--- config.mk ---
export PLATFORM = sky130hd
export DESIGN_NAME = fetch_unit
export DESIGN_NICKNAME = d
export VERILOG_FILES = /design/src/rtl/fetch_unit.sv
export SDC_FILE = /design/constraint.sdc
export NUM_CORES = 1
export LEC_CHECK = 0
export ABC_CLOCK_PERIOD_IN_PS = 1890
export CAP_MARGIN = 20
export CORE_MARGIN = 3
export CORE_UTILIZATION = 42
export CTS_CLUSTER_DIAMETER = 30
export DETAILED_ROUTE_END_ITERATION = 12
export PLACE_DENSITY = 0.77
export SYNTH_ARGS = -nofsm -noshare
export SYNTH_HDL_FRONTEND = slang
export SYNTH_SLANG_ARGS = --single-unit
--- constraint.sdc ---
create_clock -name clk_i -period 1.89 [get_ports clk_i]
set_input_delay 0.2835 -clock clk_i [delete_from_list [all_inputs] [get_ports clk_i]]
set_output_delay 0.2835 -clock clk_i [all_outputs]
set_load 0.02 [all_outputs]
--- src/rtl/fetch_unit.sv ---
// fetch_unit: instruction fetch stage feeding the decoder.
// Owns the PC, issues one single-word request at a time to instruction memory,
// holds the returned word with its PC until the decoder takes it, and handles
// redirects from execute, including dropping responses that are no longer wanted.
module fetch_unit #(
  parameter logic [31:0] RESET_PC  = 32'h0000_0000,
  parameter logic [31:0] NOP_INSTR = 32'h0000_0013
) (
  input  logic        clk_i,
  input  logic        rst_ni,
  output logic        imem_req_o,
  output logic [31:0] imem_addr_o,
  input  logic        imem_rvalid_i,
  input  logic [31:0] imem_rdata_i,
  input  logic        br_taken_i,
  input  logic [31:0] br_target_i,
  output logic        instr_valid_o,
  input  logic        instr_ready_i,
  output logic [31:0] instruction_o,
  output logic [31:0] instr_pc_o,
  output logic        fetch_err_o
);

  // FETCH issues the request, WAIT expects its response, DROP swallows a
  // response that a redirect made stale, VALID holds a word for the decoder,
  // HALT is the dead end after a misaligned redirect.
  typedef enum logic [2:0] {
    ST_FETCH,
    ST_WAIT,
    ST_DROP,
    ST_VALID,
    ST_HALT
  } state_t;

  state_t      state_q;
  logic [31:0] pc_q;
  logic [31:0] instr_q;
  logic [31:0] instr_pc_q;
  logic        instr_valid_q;
  logic        fetch_err_q;
  logic        br_misaligned;

  // A redirect to a non-word-aligned target is fatal for the fetch stream.
  assign br_misaligned = br_taken_i && (br_target_i[1:0] != 2'b00);

  // Request strobe and outward-facing views of the held instruction.
  always_comb begin
    imem_req_o    = rst_ni && (state_q == ST_FETCH) && !br_taken_i;
    imem_addr_o   = imem_req_o ? pc_q : 32'h0000_0000;
    instr_valid_o = instr_valid_q;
    instruction_o = instr_valid_q ? instr_q : NOP_INSTR;
    instr_pc_o    = instr_pc_q;
    fetch_err_o   = fetch_err_q;
  end

  // Fetch sequencing: a redirect always wins over whatever else happens this cycle.
  always_ff @(posedge clk_i or negedge rst_ni) begin
    if (!rst_ni) begin
      state_q       <= ST_FETCH;
      pc_q          <= RESET_PC;
      instr_q       <= NOP_INSTR;
      instr_pc_q    <= 32'h0000_0000;
      instr_valid_q <= 1'b0;
      fetch_err_q   <= 1'b0;
    end else if (br_misaligned && (state_q != ST_HALT)) begin
      fetch_err_q   <= 1'b1;
      instr_valid_q <= 1'b0;
      state_q       <= ST_HALT;
    end else begin
      case (state_q)
        ST_FETCH: begin
          if (br_taken_i) begin
            pc_q <= br_target_i;
          end else begin
            state_q <= ST_WAIT;
          end
        end
        ST_WAIT: begin
          if (br_taken_i) begin
            pc_q    <= br_target_i;
            state_q <= imem_rvalid_i ? ST_FETCH : ST_DROP;
          end else if (imem_rvalid_i) begin
            instr_q       <= imem_rdata_i;
            instr_pc_q    <= pc_q;
            pc_q          <= pc_q + 32'd4;
            instr_valid_q <= 1'b1;
            state_q       <= ST_VALID;
          end
        end
        ST_DROP: begin
          if (br_taken_i) begin
            pc_q <= br_target_i;
          end
          if (imem_rvalid_i) begin
            state_q <= ST_FETCH;
          end
        end
        ST_VALID: begin
          if (br_taken_i) begin
            pc_q          <= br_target_i;
            instr_valid_q <= 1'b0;
            state_q       <= ST_FETCH;
          end else if (instr_ready_i) begin
            instr_valid_q <= 1'b0;
            state_q       <= ST_FETCH;
          end
        end
        ST_HALT: begin
          state_q <= ST_HALT;
        end
        default: begin
          instr_valid_q <= 1'b0;
          state_q       <= ST_FETCH;
        end
      endcase
    end
  end

endmodule

# Word-level counts from Yosys, hierarchy flattened
# Index checks and enable logic that the tools add are counted.
# Widths: inputs -> output; s select.
# word_totals
wordCells	58
out_inout_bits	99
reg_bits	101
# op_classes
addsub	1
n_bitwise	2
eq_ne	14
n_reduce_logical	14
muxes	21
# op_table
operator	n
$mux 32	5
$pmux 32 s2	1
$add 32x3->32 const B	1
$mux 3	7
$reduce_and 4->1	4
$ne 3x3->1 const B	5
$pmux 3 s5	1
$ne 4x4->1 const B	2
$eq 3x2->1 const B	2
$reduce_or 3->1	2
$mux 1	5
$logic_and 1x1->1	4
$ne 2x1->1 const B	2
$reduce_bool 2->1	2
$eq 3x1->1 const B	1
$eq 3x3->1 const B	1
$logic_not 3->1	1
$ne 3x2->1 const B	1
$pmux 1 s3	1
$mux 2	1
$not 1->1	2
$logic_not 1->1	1

# Logic depth before layout (Yosys ltp)
# Gate-level depths: netlist (run 1).
# depth
word_depth	5
depth_mapped	8

# Worst setup path after synthesis (run 1)
# No wires, ideal clock.
# synth_path
path_kind	flip-flop to flip-flop
from	register pc_q[2]
to	register pc_q[22]
arrival_time_ns	1.725
setup_time_ns	0.079
path_stages_with_launch	7
slack_ns	0.086
required_time_ns	1.811
path_buffers	0
synth_period_minus_slack_ns	1.804
cell_sequence	dfrtp_1 -> ha_1 -> nand2_1 -> nor3_4 -> or4b_1 -> a21oi_1 -> a2bb2oi_1
# synth_between
elab_chain_len	4
# synth_lines
item	line_no	text
from (decl)	36	logic [31:0] pc_q;
from (signal assigned)	73	pc_q <= br_target_i;
from (signal assigned)	80	pc_q <= br_target_i;
from (signal assigned)	85	pc_q <= pc_q + 32'd4;
$add 32x3->32	85	
$mux 32	82	end else if (imem_rvalid_i) begin
$mux 32	79	if (br_taken_i) begin
$pmux 32 s2	70	case (state_q)
# Every way passes these cells. The select of a mux whose other input is x is not followed.
# A chain may end at the register's enable or synchronous reset.

# Final worst setup path (run 1)
# layout_path
from	register state_q[1]
to	output imem_addr_o[22]
# layout_between
elab_chain_len	4
# layout_lines
item	line_no	text
from (decl)	35	state_t state_q;
from (signal assigned)	81	state_q <= imem_rvalid_i ? ST_FETCH : ST_DROP;
$logic_not 3->1	48	imem_req_o = rst_ni && (state_q == ST_FETCH) && !br_taken_i;
$logic_and 1x1->1 (2 in a row)	48	
$mux 32	49	imem_addr_o = imem_req_o ? pc_q : 32'h0000_0000;
to (decl)	12	output logic [31:0] imem_addr_o,
# Every way passes these cells.

==> results by group, run 1 <==
Run status
  • Status: completed

Final layout
  • P&R area growth vs syn: 56.0%
  • # nets final: 893
  • Final Non-Filler Cells: 971
  • Layout cells sized above 1: 20.3%
  • # diodes: 0

Detailed routing
  • Max layer used: met5
  • Residual DRC count: 0
  • Drt pass-1 iters: 5
  • Wire length on met2: 7.71 mm
  • Via count: 5122
  • Drt initial violations: 417
  • Metal3 WL: 1.18 mm
  • DRT Wirelength: 16.1 mm
  • Metal-1 WL: 6.92 mm
  • Remaining antenna violation count after routing: 0
  • Routed vias/inst: 5.27
  • WL per Instance: 16.6 um

GRT
  • Largest net degree at the start of global routing: 71
  • Antenna violations before repair: 1
  • Total gr overflow: 0
  • First-pass GRT wire length: 25.3 mm
  • Vias in the first global route: 5108
  • Gr usage total: 23.6%

Yosys
  • Register area share after synthesis: 50.0%
  • Async SR Flop Fraction: 100%
  • Synth Cell Area: 0.00506 mm2
  • Post-synth EDFFs: 0
  • #FFs+latches synth: 101
  • Mean post-synth cell area: 8.35 um2
  • Synth Flop Type: dfrtp_1
  • Post-synthesis cell count: 606
  • Synth warn: 0
  • Yosys cell types: 50
  • Net count after synthesis: 676

Critical path
  • CP arrival: 1.60 ns
  • WS Path Type: flip-flop to output port
  • Crit path largest cell delay: 0.40 ns
  • Critical Path RT: 1.61 ns
  • Critical path's slowest cell: dfrtp_1
  • Crit-path cells: nor2_2 > and3_4 > clkbuf_16 > and2_1 > buf_6
  • Critical path launch point type: flip-flop
  • Crit end category: output port
  • Cell family with the largest share of critical-path delay: simple AND/OR/NAND/NOR gates
  • Critical path buffer and inverter count: 2
  • Crit Path Max Fanout: 8

Clock network
  • CTS buffer count: 9
  • Sink Count: 101
  • Clk pin slew, worst setup/hold paths: 0.07 ns
  • Longest Clk Path Bufs: 2
  • Root Driver: clkbuf_16
  • H-tree depth: 3
  • Worst skew pair latency: 0.34 ns
  • TritonCTS clock tree: built

STA
  • Slew Viols, Final: 0
  • Slew margin rel.: 56.5%
  • Layout Skew: 0.00693 ns
  • Tmin final: 1.88 ns
  • # setup viols final: 0
  • Fmax: 531 MHz
  • Setup tns final: 0 ns
  • Part of the cycle the worst path needs: 99.6%
  • Worst Tran Pin Value: 0.652 ns
  • Final Hold Viols: 0
  • RSZ-0062 raised after global routing: true

Power and ir drop
  • Max VDD drop: 0.528 mV
  • Pwr dens: 912 mW/mm2
  • Leakage power: 3.85 nW

Job
  • Max cap viols: 0

Floorplan
  • Core footprint: 0.0116 mm2
  • Die width: 116 um
  • Ports: 168
  • Die height: 116 um
  • Initial core utilization: 43.6%
  • Die area: 0.0134 mm2
  • Placement row count: 39

Place
  • Port-buffer cells: 167
  • Routability-driven placement congestion ratio: 0.916
  • Placed Cells: 948
  • Dpl hpwl: 11.4 mm

Worst hold path
  • HP Class: primary input to flip-flop
-- flip-flops by register name, summed over array words and instances (netlist names) --
signal / flops
pc_q: 32
instr_valid_o: 1
fetch_err_o: 1
instr_q: 32
instr_pc_o: 32
state_q: 3
-- per-stage QoR --
| stage | setup WS, ns | total power [mW] | utilization [%] | instance area, um2 | hold slack [ns] |
|---|---|---|---|---|---|
| after global placement | -0.355 | 5.12 | 63.6 | 7390 | 0.363 |
| final | 0.00776 | 7.20 | 67.9 | 7890 | 0.463 |
| after floorplan | 0.0858 | 4.05 | - | 5060 | -0.0121 |
| after detailed placement | -0.437 | 5.22 | 63.6 | 7390 | 0.360 |
| after CTS | 0.00115 | 7.11 | 65.4 | 7600 | 0.455 |
| after global routing | -0.0467 | 7.57 | 67.9 | 7890 | 0.474 |
-- layout by cell type (no fill, tap or decap), types with 14 or more instances in the layout --
cell	netlist	layout
nor2_1	19	17
clkdlybuf4s50_1	0	104
and2_4	0	15
a21oi_1	35	34
and2_1	67	52
o21ai_0	16	16
nand3_1	15	14
dlygate4sd2_1	0	28
dfrtp_1	98	97
nand2_1	214	208
o22ai_1	15	15
buf_6	0	36
buf_4	0	65
-- kinds of logic after synthesis --
| family | count (synthesis) | synth area share [%] |
|---|---|---|
| flops | 101 | 50.0 |
| mux | 2 | 0.396 |
| simple gates | 352 | 32.5 |
| compound gates | 107 | 13.5 |
| fa+ha+maj | 1 | 0.247 |
| buf+inv | 43 | 3.39 |
-- timing repair --
item | in CTS | in global routing
gates cloned | 1 | 1
setup buffers | 1 | 3
hold endpoints to repair | 12 | 0
pin swaps | 2 | 8
hold buffers | 2 | 0
endpoints found under the setup margin | 62 | 132
gates resized for setup | 181 | 80
-- report_power, final --
group | total, mW | switching [mW] | leakage (nW) | internal (mW)
registers | 3.08 | 0.453 | 1.31 | 2.63
logic | 2.22 | 1.15 | 2.38 | 1.07
clock network | 1.89 | 0.847 | 0.147 | 1.04
-- worst paths after layout --
check / startpoint / endpoint / slack (ns) / cells past startpoint
setup / recovery: state_q[1] / imem_addr_o[22] / 0.008 / 5
hold / removal: imem_rdata_i[0] / instr_q[0] / 0.46 / 3
setup reg to reg: pc_q[4] / pc_q[27] / 0.04 / 6
hold reg to reg: instr_q[1] / instr_q[1] / 0.47 / 2
max in group asynchronous: rst_ni / instr_valid_o / 0.36 / 4
min in group asynchronous: rst_ni / instr_q[29] / 0.56 / 3
-- layout make-up --
class / instances / area, um2
fill: 947 / 3720
sequential: 101 / 2530
multi-input combinational: 462 / 2460
timing repair buffer: 245 / 2400
clock buffer: 9 / 225
tap: 143 / 179
clock inverter: 7 / 81.3
inverter: 4 / 15.0
-- Yosys cell counts, types with 2 or more instances --
master	count	area (um2)
nand4_1	7	43.8
and3_1	2	12.5
a41o_1	2	20.0
a2bb2oi_1	10	87.6
nor4_1	3	18.8
o31ai_1	2	15.0
nor3_1	10	50.1
mux2i_1	2	20.0
a31oi_1	4	25.0
nand2_1	214	803
nand2b_1	3	18.8
o22a_1	2	17.5
dfrtp_1	98	2450
a211oi_1	3	22.5
a21oi_1	35	175
o21ai_1	2	10.0
o21a_1	6	45.0
buf_2	8	40.0
o22ai_1	15	93.8
clkbuf_1	24	90.1
inv_1	4	15.0
nor2_1	19	71.3
nand3_1	15	75.1
dfstp_2	3	78.8
o21ai_0	16	80.1
buf_1	7	26.3
and2_1	67	419
-- per-layer routing --
| layer | vias up | track usage [%] |
|---|---|---|
| li1 | 2468 | - |
| met1 | 2422 | 31.3 |
| met2 | 207 | 39.1 |
| met3 | 23 | 3.97 |
| met4 | 2 | 8.58 |
| met5 | - | 0 |
-- worst min-delay path, cell delays in order --
cell	delay (ns)
clkdlybuf4s50_1	0.40
nand2_1	0.06
nand2_1	0.05
(Power assumes the default switching activity.)
==> run 2: changes to the inputs <==
Settings changed: ABC_CLOCK_PERIOD_IN_PS 1890 to 2120, CORE_MARGIN 3 to 1, CORE_UTILIZATION 42 to 46, PLACE_DENSITY 0.77 to 0.8.
Clock period 1.89 ns to 2.12 ns, I/O delays scaled along.
==> results by group, run 2 (synthesis results as in run 1) <==
STA
  • Part of the cycle the worst path needs: 97.9%
  • Slew margin rel.: 51.5% (-5.0 points)
  • # setup viols final: 0 (unchanged)
  • Worst Tran Pin Value: 0.727 ns (+0.0746 ns)
  • Slew Viols, Final: 0 (unchanged)
  • Tmin final: 2.08 ns
  • Final Hold Viols: 0 (unchanged)
  • Layout Skew: 0.0112 ns (+0.00430 ns)
  • Setup tns final: 0 ns (unchanged)
  • Final worst slack: 0.0446 ns (+0.0368 ns)
  • Fmax: 482 MHz
  • Hold slack final: 0.0717 ns (-0.391 ns)

Final layout
  • Fin area: 0.00723 mm2 (-8.3%)
  • # nets final: 852 (-4.6%)
  • Commonest non-fill, non-tap cell in the layout: nand2_1
  • Filler cells: 839 (-11%)
  • Layout cells sized above 1: 12.2% (-8.1 points)
  • # diodes: 0 (unchanged)
  • Commonest non-fill, non-tap cells in the layout: 213 x nand2_1, 129 x clkdlybuf4s50_1, 98 x dfrtp_1, 67 x and2_1, 35 x a21oi_1
  • P&R area growth vs syn: 43.0%

Clock network
  • Sink Count: 101 (unchanged)
  • CTS buffer count: 9 (unchanged)
  • Post-CTS Repair Setup Buffers: 0 (-1)
  • Clk pin slew, worst setup/hold paths: 0.10 ns (+0.03 ns)
  • TritonCTS clock tree: built
  • H-tree depth: 3 (unchanged)
  • Longest Clk Path Bufs: 2 (unchanged)
  • Hold-fix buffers, CTS: 0 (-2)
  • Worst skew pair latency: 0.38 ns (+0.04 ns)
  • Root Driver: clkbuf_8

Place
  • Post-DP Area: 0.00711 mm2 (-3.7%)
  • Placement Setup Slack: -0.297 ns (+0.139 ns)
  • Routability-driven placement congestion ratio: 0.874 (-4.6%)
  • Port-buffer cells: 167 (unchanged)
  • Dpl hpwl: 10.8 mm (-5.9%)

Run status
  • Status: completed

Power and ir drop
  • Leakage power: 3.44 nW (-10%)
  • P_sw: 2.01 mW (-18%)
  • Combinational power share: 28.8% (-2.1 points)
  • Max VDD drop: 0.430 mV (-19%)
  • Total power: 5.66 mW (-21%)
  • Internal: 3.66 mW (-23%)
  • Switching Fraction: 35.4% (+1.3 points)
  • Pwr dens: 783 mW/mm2 (-14%)
  • Clk pwr share: 21.6% (-4.7 points)
  • Part of the power in registers: 49.7% (+6.8 points)

Worst hold path
  • HP Class: primary input to asynchronous set/reset pin

GRT
  • Total gr overflow: 0 (unchanged)
  • Vias in the first global route: 4770 (-6.6%)
  • Largest net degree at the start of global routing: 67 (-5.6%)
  • Antenna violations before repair: 0 (-1)
  • Gr usage total: 26.7% (+3.1 points)
  • First-pass GRT wire length: 23.7 mm (-6.2%)

Floorplan
  • Ports: 168 (unchanged)
  • Initial core utilization: 48.1% (+4.6 points)
  • Die width: 107 um (-7.7%)
  • Die height: 107 um (-7.7%)
  • Core footprint: 0.0105 mm2 (-9.5%)
  • Die area: 0.0114 mm2 (-15%)
  • Placement row count: 37 (-5.1%)

Critical path
  • Critical path launch point type: flip-flop
  • CP arrival: 1.76 ns (+0.16 ns)
  • Crit Path Max Fanout: 22 (+14)
  • WS Path Type: flip-flop to output port
  • Critical Path RT: 1.80 ns (+0.19 ns)
  • Crit end category: output port

Detailed routing
  • Residual DRC count: 0 (unchanged)
  • DRT Wirelength: 14.8 mm (-8.0%)
  • Remaining antenna violation count after routing: 0 (unchanged)
  • Via count: 4972 (-2.9%)
  • WL per Instance: 16.1 um (-3.2%)
  • Routed vias/inst: 5.39 (+2.1%)
  • Drt initial violations: 348 (-17%)
  • Drt pass-1 iters: 5 (unchanged)

Job
  • Max cap viols: 0 (unchanged)
-- run 2: changes by cell type in the layout (fill, tap and decap cells not counted), moves of 15 or more --
cell and change:
and2_1 +15, and2_4 -15, buf_4 -34, buf_6 -35
clkbuf_2 +19, clkdlybuf4s50_1 +25, dlygate4sd2_1 -27
-- run 2: timing repair --
item,CTS,global route
endpoints found under the setup margin,43,36
gates resized for setup,79,25
pin swaps,0,1
-- run 2: final cells by class --
cell class	instances	area, um2	area share, %
Inverter	4	15.0	0.208
Clock buffer	11	131	1.82
Sequential cell	101	2530	35.0
Tap cell	136	170	2.35
Clock inverter	5	60.1	0.830
Timing Repair Buffer	204	1950	26.9
Multi-Input combinational cell	462	2380	32.9
-- run 2: final timing paths --
check / from / end / slack [ns] / cells past startpoint
worst min-delay path: rst_ni / instr_q[24] / 0.07 / 2
max in group asynchronous: rst_ni / instr_q[7] / 0.91 / 3
min in group clk_i: imem_rdata_i[4] / instr_q[4] / 0.43 / 3
worst min register to register: instr_q[4] / instr_q[4] / 0.46 / 2
worst max register to register: pc_q[2] / pc_q[22] / 0.13 / 6
worst max-delay path: state_q[0] / imem_addr_o[12] / 0.04 / 5
-- run 2: per-layer routing --
layer	GRT usage, %	part of all wire (%)	wire (um)	vias up
li1	-	-	-	2381
met1	36.3	45	6630	2336
met2	43.8	47	6970	228
met3	4.38	6.3	938	27
met4	8.81	1.9	286	0
met5	0	0	0	-
-- run 2: stage by stage --
step / std cells / util [%]
2_1_floorplan: 606 / -
3_3_place_gp: 907 / 67.7
3_5_place_dp: 907 / 67.7
4_1_cts: 923 / 69.7
5_1_grt: 923 / 68.8
6_report: 923 / 68.8
-- run 2: power groups by stage --
stage                     Combinational, mW  Sequential [mW]  Clock (mW)
final                                  1.63             2.81        1.22
after global routing                   1.78             2.87        1.32
after CTS                              1.63             2.80        1.25
after detailed placement               1.63             2.83           0
after global placement                 1.58             2.83           0
after floorplan                       0.836             2.78           0
-- run 2: critical path, stage by stage, from the launching register on --
cell             delay [ns]
dfrtp_1                0.40
nor2_2                 0.16
and3_4                 0.23
buf_12                 0.15
and2_1                 0.14
clkdlybuf4s15_1        0.30
